==> src/rtl/adder_op_sequencer.sv <==
// Operand sequencer for the 64-bit DPI adder: buffers operand pairs and drives them on registered lines.
// It captures each sum one cycle later and returns it with an unsigned carry-out over a valid/ready stream.
module adder_op_sequencer #(
  parameter int DEPTH = 4,
  parameter int W     = 64
) (
  input  logic         clk,
  input  logic         rst,
  input  logic         in_valid,
  output logic         in_ready,
  input  logic [W-1:0] in_a,
  input  logic [W-1:0] in_b,
  output logic [W-1:0] add_a,
  output logic [W-1:0] add_b,
  input  logic [W-1:0] add_result,
  output logic         out_valid,
  input  logic         out_ready,
  output logic [W-1:0] out_result,
  output logic         out_carry,
  output logic [31:0]  done_count
);

  localparam int AW = $clog2(DEPTH);
  localparam logic [AW:0] CNT_FULL = DEPTH[AW:0];

  typedef enum logic [1:0] {
    IDLE,
    DRIVE,
    HOLD
  } state_t;

  state_t r_state;
  state_t w_next_state;

  logic [W-1:0]  r_mem_a [DEPTH];
  logic [W-1:0]  r_mem_b [DEPTH];
  logic [AW-1:0] r_wr_ptr;
  logic [AW-1:0] r_rd_ptr;
  logic [AW:0]   r_count;

  logic [W-1:0]  r_add_a;
  logic [W-1:0]  r_add_b;
  logic [W-1:0]  r_out_result;
  logic          r_out_carry;
  logic          r_out_valid;
  logic [31:0]   r_done_count;

  logic w_push;
  logic w_pop;
  logic w_empty;
  logic w_handshake;

  // No bypass: a full FIFO refuses input even when the FSM pops on the same edge.
  assign in_ready    = !rst && (r_count < CNT_FULL);
  assign w_push      = in_valid && in_ready;
  assign w_empty     = (r_count == '0);
  assign w_handshake = (r_state == HOLD) && out_ready;

  always_comb begin
    w_next_state = r_state;
    w_pop        = 1'b0;
    case (r_state)
      IDLE: begin
        if (!w_empty) begin
          w_pop        = 1'b1;
          w_next_state = DRIVE;
        end
      end
      DRIVE: w_next_state = HOLD;
      HOLD: begin
        if (out_ready) begin
          w_pop        = !w_empty;
          w_next_state = w_empty ? IDLE : DRIVE;
        end
      end
      default: w_next_state = IDLE;
    endcase
  end

  always_ff @(posedge clk) begin
    if (w_push) begin
      r_mem_a[r_wr_ptr] <= in_a;
      r_mem_b[r_wr_ptr] <= in_b;
    end
  end

  always_ff @(posedge clk) begin
    if (rst) begin
      r_wr_ptr <= '0;
      r_rd_ptr <= '0;
      r_count  <= '0;
    end else begin
      if (w_push) r_wr_ptr <= r_wr_ptr + 1'b1;
      if (w_pop)  r_rd_ptr <= r_rd_ptr + 1'b1;
      case ({w_push, w_pop})
        2'b10:   r_count <= r_count + 1'b1;
        2'b01:   r_count <= r_count - 1'b1;
        default: r_count <= r_count;
      endcase
    end
  end

  always_ff @(posedge clk) begin
    if (rst) r_state <= IDLE;
    else     r_state <= w_next_state;
  end

  // Operands sit registered for the whole DRIVE cycle so the adder settles before capture.
  always_ff @(posedge clk) begin
    if (rst) begin
      r_add_a      <= '0;
      r_add_b      <= '0;
      r_out_result <= '0;
      r_out_carry  <= 1'b0;
      r_out_valid  <= 1'b0;
      r_done_count <= '0;
    end else begin
      if (w_pop) begin
        r_add_a <= r_mem_a[r_rd_ptr];
        r_add_b <= r_mem_b[r_rd_ptr];
      end
      if (r_state == DRIVE) begin
        r_out_result <= add_result;
        r_out_carry  <= (add_result < r_add_a);
        r_out_valid  <= 1'b1;
      end
      if (w_handshake) begin
        r_done_count <= r_done_count + 32'd1;
        r_out_valid  <= 1'b0;
      end
    end
  end

  assign add_a      = r_add_a;
  assign add_b      = r_add_b;
  assign out_result = r_out_result;
  assign out_carry  = r_out_carry;
  assign out_valid  = r_out_valid;
  assign done_count = r_done_count;

endmodule

==> config.mk <==
export PLATFORM = sky130hd
export DESIGN_NAME = adder_op_sequencer
export DESIGN_NICKNAME = d
export VERILOG_FILES = /design/src/rtl/adder_op_sequencer.sv
export SDC_FILE = /design/constraint.sdc
export NUM_CORES = 1
export LEC_CHECK = 0
export CAP_MARGIN = 30
export CELL_PAD_IN_SITES_DETAIL_PLACEMENT = 1
export CELL_PAD_IN_SITES_GLOBAL_PLACEMENT = 2
export CORE_MARGIN = 2
export CORE_UTILIZATION = 34
export CTS_CLUSTER_DIAMETER = 60
export CTS_CLUSTER_SIZE = 30
export DETAILED_ROUTE_END_ITERATION = 12
export PLACE_DENSITY = 0.79
export SYNTH_ARGS = -nofsm -noshare
export SYNTH_HDL_FRONTEND = slang
export SYNTH_SLANG_ARGS = --single-unit
==> constraint.sdc <==
create_clock -name clk -period 4.6 [get_ports clk]
set_input_delay 0.92 -clock clk [delete_from_list [all_inputs] [get_ports clk]]
set_output_delay 0.92 -clock clk [all_outputs]
set_load 0.1 [all_outputs]
* Yosys cells after proc, flatten, opt, wreduce, memory -nomap -nowiden *
Memories as Yosys holds them, arrays and structs flattened. A register that Yosys moved wholly into a read port is not among the register bits.
Index checks and enable logic that the tools add are counted.

word-level totals
  logic and storage cells = 43
  memories kept = 2
  output and inout port bits = 227
  register bits after elaboration = 107
  bits of input ports = 196
  bits in writable memories = 512

memory list
  name     depth  bits a word  rd ports  clocked after memory_dff  write ports  line  source
  r_mem_a  4      64           1         1                         1            35    logic [W-1:0] r_mem_a [DEPTH];
  r_mem_b  4      64           1         1                         1            36    logic [W-1:0] r_mem_b [DEPTH];

cells by class
  $add $sub $neg = 5
  order comparisons = 2
  mux-type cells = 10
  eq/ne operators = 6
  reduce and logical (&&, ||, !) cells = 10

operators with widths
  cell                                                                 count
  64-bit < comparator                                                  1
  32-bit by 1-bit adder with 32-bit output (second input constant)     1
  2-bit case mux with 3 select lines                                   1
  3-bit case mux with 2 select lines                                   1
  1-bit two-way mux                                                    5
  2-bit by 1-bit adder with 2-bit output (second input constant)       2
  2-bit by 1-bit == test with 1-bit output (second input constant)     2
  2-bit == test (second input constant)                                2
  2-bit two-way mux                                                    2
  2-bit != test (second input constant)                                2
  3-bit by 1-bit adder with 3-bit output (second input constant)       1
  1-bit logical AND                                                    3
  3-bit logical NOT                                                    1
  3-bit < comparator (second input constant)                           1
  3-bit by 1-bit subtractor with 3-bit output (second input constant)  1
  1-bit logical NOT                                                    2
  2-bit logical NOT                                                    1
  1-bit case mux with 2 select lines                                   1
  2-bit AND reduction                                                  1
  2-bit nonzero test                                                   1
  2-bit OR reduction                                                   1

* Longest topological paths before layout *
Gate-level depths: netlist of the first run.

  depth after elaboration = 6
  mapped depth = 11
  mapped depth without buffers = 10

* Worst setup path after synthesis of the first run *
OpenSTA, ideal clock, no wires.

  path kind = input-to-reg
  start = input rst
  end = memory r_mem_a[0][0] (enable)
  stages on the path = 2
  path buffers = 0
  required time = 4097 ps
  data arrival time = 5436 ps
  slack = -1339 ps
  library setup time = 503 ps
  cell sequence = nor2_1 and3_1

between the ends
  cells in the longest elaborated chain, start to end = 5

ends and longest elaborated chain
  item                                     line  source
  start, declared                          8     input logic rst,
  1-bit logical NOT                        54    assign in_ready = !rst && (r_count < CNT_FULL);
  1-bit logical AND                        54
  1-bit logical AND                        55    assign w_push = in_valid && in_ready;
  1-bit two-way mux                        81    if (w_push) begin
  1-bit two-way mux (not written as such)  82    r_mem_a[r_wr_ptr] <= in_a;
  end, declared                            35

Every way passes these cells.

* Final worst setup path of the first run *
  start = register r_add_a[1], in the netlist add_a[1] (read register of r_mem_a)
  end = output add_a[1]

RTL lines
  item             line  source
  start, declared  41    logic [W-1:0] r_add_a;
  end, declared    13    output logic [W-1:0] add_a,

No word-level cell between the ends.

==> impl_summary.txt, run 1 <==
----------------------------------------------------
[Run status]
  Status ... finished clean

[Floorplan]
  Row Count ... 105
  Overall die width ... 293 um
  Initial cell density of the core ... 0.345
  Die footprint ... 85800 um2
  Height of the die ... 293 um
  Core box area ... 82400 um2
  Top-Level Pins ... 423

[Worst setup path]
  Path length in cells of the critical path ... 1
  Max Fanout on Critical Path ... 3
  Required @ worst endpoint ... 3.68 ns
  Capture instance of the worst register-to-register path ... out_carry$_SDFFE_PP0N_
  CP Data Arrival Time ... 2.35 ns
  Setup slack on the worst flop-to-flop path ... 2.03 ns
  Classification of the worst setup path ... reg2out
  FF-to-FF path depth ... 8
  Worst setup path endpoint ... add_a[1]
  Crit path launch type ... register
  Crit path capture type ... output pin
  Top delay family on crit path ... buffers and inverters
  Reg2Reg Launch Point ... add_a[39]$_SDFFE_PP0P_
  Worst path slowest cell ... sky130_fd_sc_hd__clkdlybuf4s50_1
  Buffer and inverter count on the worst path ... 1
  Delay of the slowest critical-path stage ... 1.23 ns
  Cells along the critical path ... clkdlybuf4s50_1
  First element of the critical path ... add_a[1]$_SDFFE_PP0P_

[Clocking]
  Deepest clock path buffer count ... 3
  Clock tree from TritonCTS ... done
  Clock insertion delay at the later pin of the skew report ... 0.63 ns
  Setup Buffers After CTS ... 0
  Maximum level of the CTS H-tree ... 3
  Clock slew seen by the registers of the worst setup and hold paths ... 0.08 ns
  Clock Sinks ... 747
  Post-CTS Hold Buffers ... 0
  Clk Tree Root Cell ... sky130_fd_sc_hd__clkbuf_16
  Total CTS buffers ... 67
  Post-cts repair resize count ... 0

[Routing]
  Total detailed-routing wirelength ... 80.2 mm
  Length of routed met2 wiring ... 41.0 mm
  Routed vias/inst ... 4.99
  Routed metal-1 wire length ... 32.7 mm
  WL per Instance ... 22.7 um
  Vias after detailed routing ... 17605
  Highest routed layer ... met5
  # DRC ... 0
  Number of DRC violations after detailed-routing iteration 0 ... 795
  DR pass1 iterations ... 5
  Count of antenna-violating nets left after detailed routing ... 0
  WL met3 ... 3.78 mm

[Pwr]
  Share of total power in the clock network ... 0.235
  Power density over the cells ... 686 nW/um2
  Power dissipated by switching net loads ... 11.2 mW
  Switching power as a share of total power ... 0.439
  Share of total power in sequential cells ... 0.344
  Static Leakage ... 12.1 nW
  Power share of the combinational group ... 0.421
  Maximum vdd ir drop ... 0.844 mV
  Internal power consumption ... 14.3 mW

[Hold path]
  Path class of the lowest-slack min-delay path ... reg2reg

[Synthesis]
  Area contributors post-synth ... sky130_fd_sc_hd__edfxtp_1, sky130_fd_sc_hd__dfxtp_1, sky130_fd_sc_hd__mux4_2
  Number of distinct standard cells referenced by the synthesized netlist ... 45
  Number of enable flip-flop cells after synthesis ... 512
  Synth top area share ... 0.542
  Share of synthesized area occupied by flip-flops and latches ... 0.707
  Leading post-synthesis cells by instance count ... sky130_fd_sc_hd__edfxtp_1, sky130_fd_sc_hd__nand2_1, sky130_fd_sc_hd__dfxtp_1, sky130_fd_sc_hd__a21oi_1, sky130_fd_sc_hd__mux4_2
  Synth Register Bits ... 747
  Leading register cell type out of synthesis ... sky130_fd_sc_hd__edfxtp_1
  Number of instances in the synthesized netlist ... 1947
  Synthesis warning total ... 0
  Syn Nets ... 2213
  Leading area contributor after synthesis ... sky130_fd_sc_hd__edfxtp_1
  Cell area after synthesis ... 28400 um2
  Post-synth ARST share ... 0
  Mean instance size in the synthesized netlist ... 14.6 um2
  Most used standard cell by instance count after synthesis ... sky130_fd_sc_hd__edfxtp_1

[GRT]
  Overall global routing resource usage ... 0.186
  Global-route congestion overflow total ... 0
  Number of global-route vias before repair ... 19069
  Number of antenna violations at the first check in global routing ... 19
  Wire length of the first global-routing pass ... 120 mm
  Maximum number of pins on one net before global-route repair ... 168

[Timing]
  Fraction of the cycle the final worst path needs ... 0.711
  Crit path time final ... 3.27 ns
  Transition time of the tightest slew-check pin ... 1.04 ns
  Achievable frequency ... 306 MHz
  Least setup slack across all paths after layout ... 1.33 ns
  Worst slew margin ... 0.304
  Count of endpoints failing hold in the final timing report ... 0
  Worst clock skew on the final layout ... 0.0385 ns
  Finish-stage setup viols ... 0
  Setup Total Neg Slack ... 0 ns
  Number of max-slew violations in the final report ... 0
  Setup repair after global routing missed its margin ... no

[Cells and area]
  Proportion of layout cells with a drive suffix above 1 ... 0.128
  Post-route design area ... 37100 um2
  Total number of nets in the final design ... 2658
  Total of fill cells in the finished design ... 8197
  Area delta synth->final ... 30.8%

[Run]
  MaxCap Viol Count ... 0

[Placed design]
  Final RePlAce weighted congestion ... 0.847
  Buffers added on ports ... 422
  Pre-CTS setup slack ... 1.07 ns
  Hpwl dp ... 52.0 mm
  Instance area at placement ... 34700 um2

----------------------------------------------------
flip-flops by register name, indices dropped and copies added, names as in the netlist:
name	cells
r_mem_a	256
r_mem_b	256
add_a	64
add_b	64
out_result	64
done_count	32
r_count	3
r_rd_ptr	2
r_state	2
r_wr_ptr	2
out_carry	1
out_valid	1
routing by layer:
layer	track usage	up-vias
met5	0	-
met4	0.0754	14
met3	0.0374	145
met2	0.323	368
met1	0.227	9024
li1	-	8054
final cells by class:
class / count / area (um2) / area share
repair buffers: 474 / 5360 / 0.144
flip-flops and latches: 747 / 20100 / 0.541
inverters: 79 / 299 / 0.00805
clock buffers: 72 / 1750 / 0.0471
diodes: 12 / 30.0 / 0.000809
clock inverters: 52 / 611 / 0.0164
well taps: 1070 / 1340 / 0.0360
multi-input cells: 1023 / 7670 / 0.206
worst min-delay path by stage:
| stage | from | endpoint | slack (ns) | cells past startpoint |
|---|---|---|---|---|
| after global routing | add_b[34]$_SDFFE_PP0P_ | add_b[34]$_SDFFE_PP0P_ | 0.47 | 2 |
| after floorplan | r_count[2]$_SDFFE_PP0P_ | r_count[2]$_SDFFE_PP0P_ | 0.47 | 2 |
| final | add_b[41]$_SDFFE_PP0P_ | add_b[41]$_SDFFE_PP0P_ | 0.46 | 2 |
| after detailed placement | add_b[11]$_SDFFE_PP0P_ | add_b[11]$_SDFFE_PP0P_ | 0.45 | 2 |
| after global placement | add_b[0]$_SDFFE_PP0P_ | add_b[0]$_SDFFE_PP0P_ | 0.44 | 2 |
| after CTS | add_b[41]$_SDFFE_PP0P_ | add_b[41]$_SDFFE_PP0P_ | 0.46 | 2 |
power groups by stage:
stage,Sequential [mW],Combinational [mW],Clock (mW)
finish,8.76,10.7,5.99
global route,8.88,11.3,6.41
CTS,8.84,10.8,6.18
detailed placement,8.99,10.8,0
global placement,8.93,10.1,0
floorplan,12.9,3.21,0
cell usage in the layout, fill, tap and decap left out, drive strengths merged, types with 18 or more instances in the layout:
master and instances:
a21oi 224, buf 53, clkbuf 73, clkdlybuf4s50 420, dfxtp 235, edfxtp 512, ha 69, inv 111
mux4 128, nand2 412, nand4 19, nor2 45, xor2 18
through the flow:
step	instances	hold WS [ns]	utilization	power, mW
final	3529	0.457	0.451	25.5
after global routing	3529	0.474	0.451	26.6
after CTS	3515	0.458	0.450	25.8
after detailed placement	3391	0.447	0.421	19.8
after global placement	3366	0.442	0.413	19.1
after floorplan	1947	0.471	-	16.1
kinds of logic (layout without fill, tap and decap cells):
family                     Yosys count  after routing  share of synthesized area
buffers and inverters              177            677                     0.0242
and+or+nand+nor                    533            533                     0.0778
adders and majority gates           70             70                     0.0311
muxes                              129            129                      0.102
DFF                                747            747                      0.707
xor gates and xnor gates            32             32                    0.00987
other                                0             12                          0
AOI/OAI and AO/OA                  259            259                     0.0477
No activity file was read; power rests on OpenSTA's default activity.
==> run 2: changes to the inputs <==
--- a/config.mk
+++ b/config.mk
@@ -9,11 +9,11 @@
 export CELL_PAD_IN_SITES_DETAIL_PLACEMENT = 1
 export CELL_PAD_IN_SITES_GLOBAL_PLACEMENT = 2
 export CORE_MARGIN = 2
-export CORE_UTILIZATION = 34
+export CORE_UTILIZATION = 38
 export CTS_CLUSTER_DIAMETER = 60
 export CTS_CLUSTER_SIZE = 30
 export DETAILED_ROUTE_END_ITERATION = 12
-export PLACE_DENSITY = 0.79
+export PLACE_DENSITY = 0.83
 export SYNTH_ARGS = -nofsm -noshare
 export SYNTH_HDL_FRONTEND = slang
 export SYNTH_SLANG_ARGS = --single-unit
==> constraint.sdc (replaced) <==
create_clock -name clk -period 3.02 [get_ports clk]
set_input_delay 0.604 -clock clk [delete_from_list [all_inputs] [get_ports clk]]
set_output_delay 0.604 -clock clk [all_outputs]
set_load 0.1 [all_outputs]
==> run 2 against run 1 <==
Effect of this change: clock power is 44% higher; clock-buffer cell count is 8 lower; flip-flop and latch count is the same; utilization up 3.3 points; global-route usage grew 1.4 points; critical path type is now reg2reg.
==> impl_summary.txt, run 2 (synthesis results as in run 1) <==
----------------------------------------------------
[Run status]
  Status ... finished clean (unchanged)

[Placed design]
  Hpwl dp ... 51.1 mm (was 52.0 mm)
  Buffers added on ports ... 422 (unchanged)
  Final RePlAce weighted congestion ... 0.853 (was 0.847)
  Pre-CTS setup slack ... -0.126 ns (was 1.07 ns)

[Worst setup path]
  Worst setup path endpoint ... out_carry$_SDFFE_PP0N_ (was add_a[1])
  Crit path capture type ... register (was output pin)
  First element of the critical path ... add_a[11]$_SDFFE_PP0P_ (was add_a[1]$_SDFFE_PP0P_)
  Classification of the worst setup path ... reg2reg (was reg2out)
  Max Fanout on Critical Path ... 3 (unchanged)
  Required @ worst endpoint ... 3.53 ns (was 3.68 ns)
  Capture instance of the worst register-to-register path ... out_carry$_SDFFE_PP0N_ (unchanged)
  Reg2Reg Launch Point ... add_a[11]$_SDFFE_PP0P_ (was add_a[39]$_SDFFE_PP0P_)
  Crit path launch type ... register (unchanged)
  FF-to-FF path depth ... 9 (was 8)
  CP Data Arrival Time ... 3.10 ns (was 2.35 ns)
  Setup slack on the worst flop-to-flop path ... 0.43 ns (was 2.03 ns)

[Pwr]
  Power dissipated by switching net loads ... 16.9 mW (was 11.2 mW)
  Power share of the combinational group ... 0.411 (was 0.421)
  Maximum vdd ir drop ... 1.35 mV (was 0.844 mV)
  Share of total power in the clock network ... 0.231 (was 0.235)
  Static Leakage ... 12.3 nW (was 12.1 nW)
  Power density over the cells ... 1040 nW/um2 (was 686 nW/um2)
  Internal power consumption ... 20.4 mW (was 14.3 mW)
  Total Power ... 37.3 mW (was 25.5 mW)
  Switching power as a share of total power ... 0.452 (was 0.439)
  Share of total power in sequential cells ... 0.358 (was 0.344)

[Timing]
  Count of endpoints failing hold in the final timing report ... 0 (unchanged)
  Transition time of the tightest slew-check pin ... 0.982 ns (was 1.04 ns)
  Hold slack final ... 0.340 ns (was 0.457 ns)
  Setup repair after global routing missed its margin ... no (unchanged)
  Number of max-slew violations in the final report ... 0 (unchanged)
  Worst clock skew on the final layout ... 0.0201 ns (was 0.0385 ns)
  Setup Total Neg Slack ... 0 ns (unchanged)
  Achievable frequency ... 386 MHz
  Worst slew margin ... 0.345 (was 0.304)
  Fraction of the cycle the final worst path needs ... 0.857
  Finish-stage setup viols ... 0 (unchanged)
  Least setup slack across all paths after layout ... 0.432 ns (was 1.33 ns)
  Crit path time final ... 2.59 ns

[Clocking]
  Clock Sinks ... 747 (unchanged)
  Clock insertion delay at the later pin of the skew report ... 0.63 ns (about the same)
  Setup Buffers After CTS ... 0 (unchanged)
  Post-cts repair resize count ... 0 (unchanged)
  Deepest clock path buffer count ... 3 (unchanged)
  Clock tree from TritonCTS ... done (unchanged)
  Total CTS buffers ... 58 (was 67)
  Maximum level of the CTS H-tree ... 2 (was 3)
  Post-CTS Hold Buffers ... 0 (unchanged)
  Clk Tree Root Cell ... sky130_fd_sc_hd__clkbuf_16 (unchanged)
  Clock slew seen by the registers of the worst setup and hold paths ... 0.09 ns (was 0.08 ns)

[Routing]
  WL per Instance ... 22.7 um (about the same)
  Number of DRC violations after detailed-routing iteration 0 ... 879 (was 795)
  Total detailed-routing wirelength ... 77.5 mm (was 80.2 mm)
  Routed vias/inst ... 5.13 (was 4.99)
  Count of antenna-violating nets left after detailed routing ... 0 (unchanged)
  Vias after detailed routing ... 17505 (was 17605)
  DR pass1 iterations ... 4 (was 5)
  # DRC ... 0 (unchanged)

[GRT]
  Maximum number of pins on one net before global-route repair ... 131 (was 168)
  Wire length of the first global-routing pass ... 117 mm (was 120 mm)
  Number of antenna violations at the first check in global routing ... 17 (was 19)
  Global-route congestion overflow total ... 0 (unchanged)
  Number of global-route vias before repair ... 18890 (was 19069)
  Overall global routing resource usage ... 0.200 (was 0.186)

[Cells and area]
  Biggest regs ... r_mem_a: 256 flops, r_mem_b: 256 flops (unchanged)
  Area delta synth->final ... 26.5% (was 30.8%)
  Most frequent cells in the layout ... sky130_fd_sc_hd__edfxtp_1, sky130_fd_sc_hd__nand2_1, sky130_fd_sc_hd__buf_4, sky130_fd_sc_hd__dfxtp_1, sky130_fd_sc_hd__a21oi_1 (was sky130_fd_sc_hd__edfxtp_1, sky130_fd_sc_hd__clkdlybuf4s50_1, sky130_fd_sc_hd__nand2_1, sky130_fd_sc_hd__dfxtp_1, sky130_fd_sc_hd__a21oi_1)
  Most common cell after layout, fill and taps aside ... sky130_fd_sc_hd__edfxtp_1 (unchanged)
  Proportion of layout cells with a drive suffix above 1 ... 0.219 (was 0.128)
  Total number of nets in the final design ... 2653 (was 2658)

[Floorplan]
  Height of the die ... 277 um (was 293 um)
  Core box area ... 74200 um2 (was 82400 um2)
  Initial cell density of the core ... 0.383 (was 0.345)
  Row Count ... 100 (was 105)
  Top-Level Pins ... 423 (unchanged)
  Die footprint ... 76900 um2 (was 85800 um2)
  Overall die width ... 277 um (was 293 um)

[Hold path]
  Path class of the lowest-slack min-delay path ... in2reg (was reg2reg)

[Run]
  MaxCap Viol Count ... 0 (unchanged)

----------------------------------------------------
-- run 2: cell type report --
type / count / area, um2
Clock buffer: 64 / 1550
Clock inverter: 46 / 661
Antenna cell: 9 / 22.5
Sequential cell: 747 / 20100
Inverter: 79 / 299
Multi-Input combinational cell: 1023 / 7680
Timing Repair Buffer: 478 / 4390
Fill cell: 7366 / 38300
Tap cell: 969 / 1210
-- run 2: worst max-delay path, cell delays in order, from the launching register on --
cell and delay (ns):
sky130_fd_sc_hd__dfxtp_1 0.41, sky130_fd_sc_hd__inv_1 0.09, sky130_fd_sc_hd__ha_1 0.33, sky130_fd_sc_hd__nand4_1 0.15, sky130_fd_sc_hd__or3_1 0.39, sky130_fd_sc_hd__a221oi_1 0.40
sky130_fd_sc_hd__o311ai_0 0.21, sky130_fd_sc_hd__buf_4 0.17, sky130_fd_sc_hd__a311oi_1 0.23, sky130_fd_sc_hd__o21ai_0 0.10
-- run 2: layer usage --
| metal | vias up | routed length, um | global-route usage |
|---|---|---|---|
| li1 | 8026 | - | - |
| met1 | 8998 | 31500 | 0.245 |
| met2 | 348 | 39900 | 0.352 |
| met3 | 117 | 4100 | 0.0471 |
| met4 | 16 | 1930 | 0.0584 |
| met5 | - | 103 | 0 |
-- run 2: how the worst min path moves through the flow --
stage | from | to | depth (start not counted)
after floorplan | r_count[1]$_SDFFE_PP0P_ | r_count[1]$_SDFFE_PP0P_ | 2
after global placement | out_result[26]$_SDFFE_PP0N_ | out_result[26]$_SDFFE_PP0N_ | 2
after global routing | rst | out_result[0]$_SDFFE_PP0N_ | 2
final | rst | out_result[4]$_SDFFE_PP0N_ | 2
after CTS | rst | add_a[5]$_SDFFE_PP0P_ | 2
after detailed placement | add_b[48]$_SDFFE_PP0P_ | add_b[48]$_SDFFE_PP0P_ | 2
-- run 2: power by group through the flow --
stage / clock network, mW / logic (mW) / registers [mW]
floorplan: 0 / 4.89 / 19.6
global placement: 0 / 15.2 / 13.5
detailed placement: 0 / 15.5 / 13.6
CTS: 8.83 / 15.5 / 13.4
global route: 9.18 / 16.3 / 13.5
finish: 8.62 / 15.3 / 13.4
-- run 2: through the flow --
| step | cells | utilization | instance area [um2] |
|---|---|---|---|
| final | 3415 | 0.484 | 35900 |
| after global routing | 3413 | 0.484 | 35900 |
| after CTS | 3405 | 0.483 | 35800 |
| after detailed placement | 3295 | 0.453 | 33600 |
| after global placement | 3295 | 0.453 | 33600 |
| after floorplan | 1947 | - | 28400 |
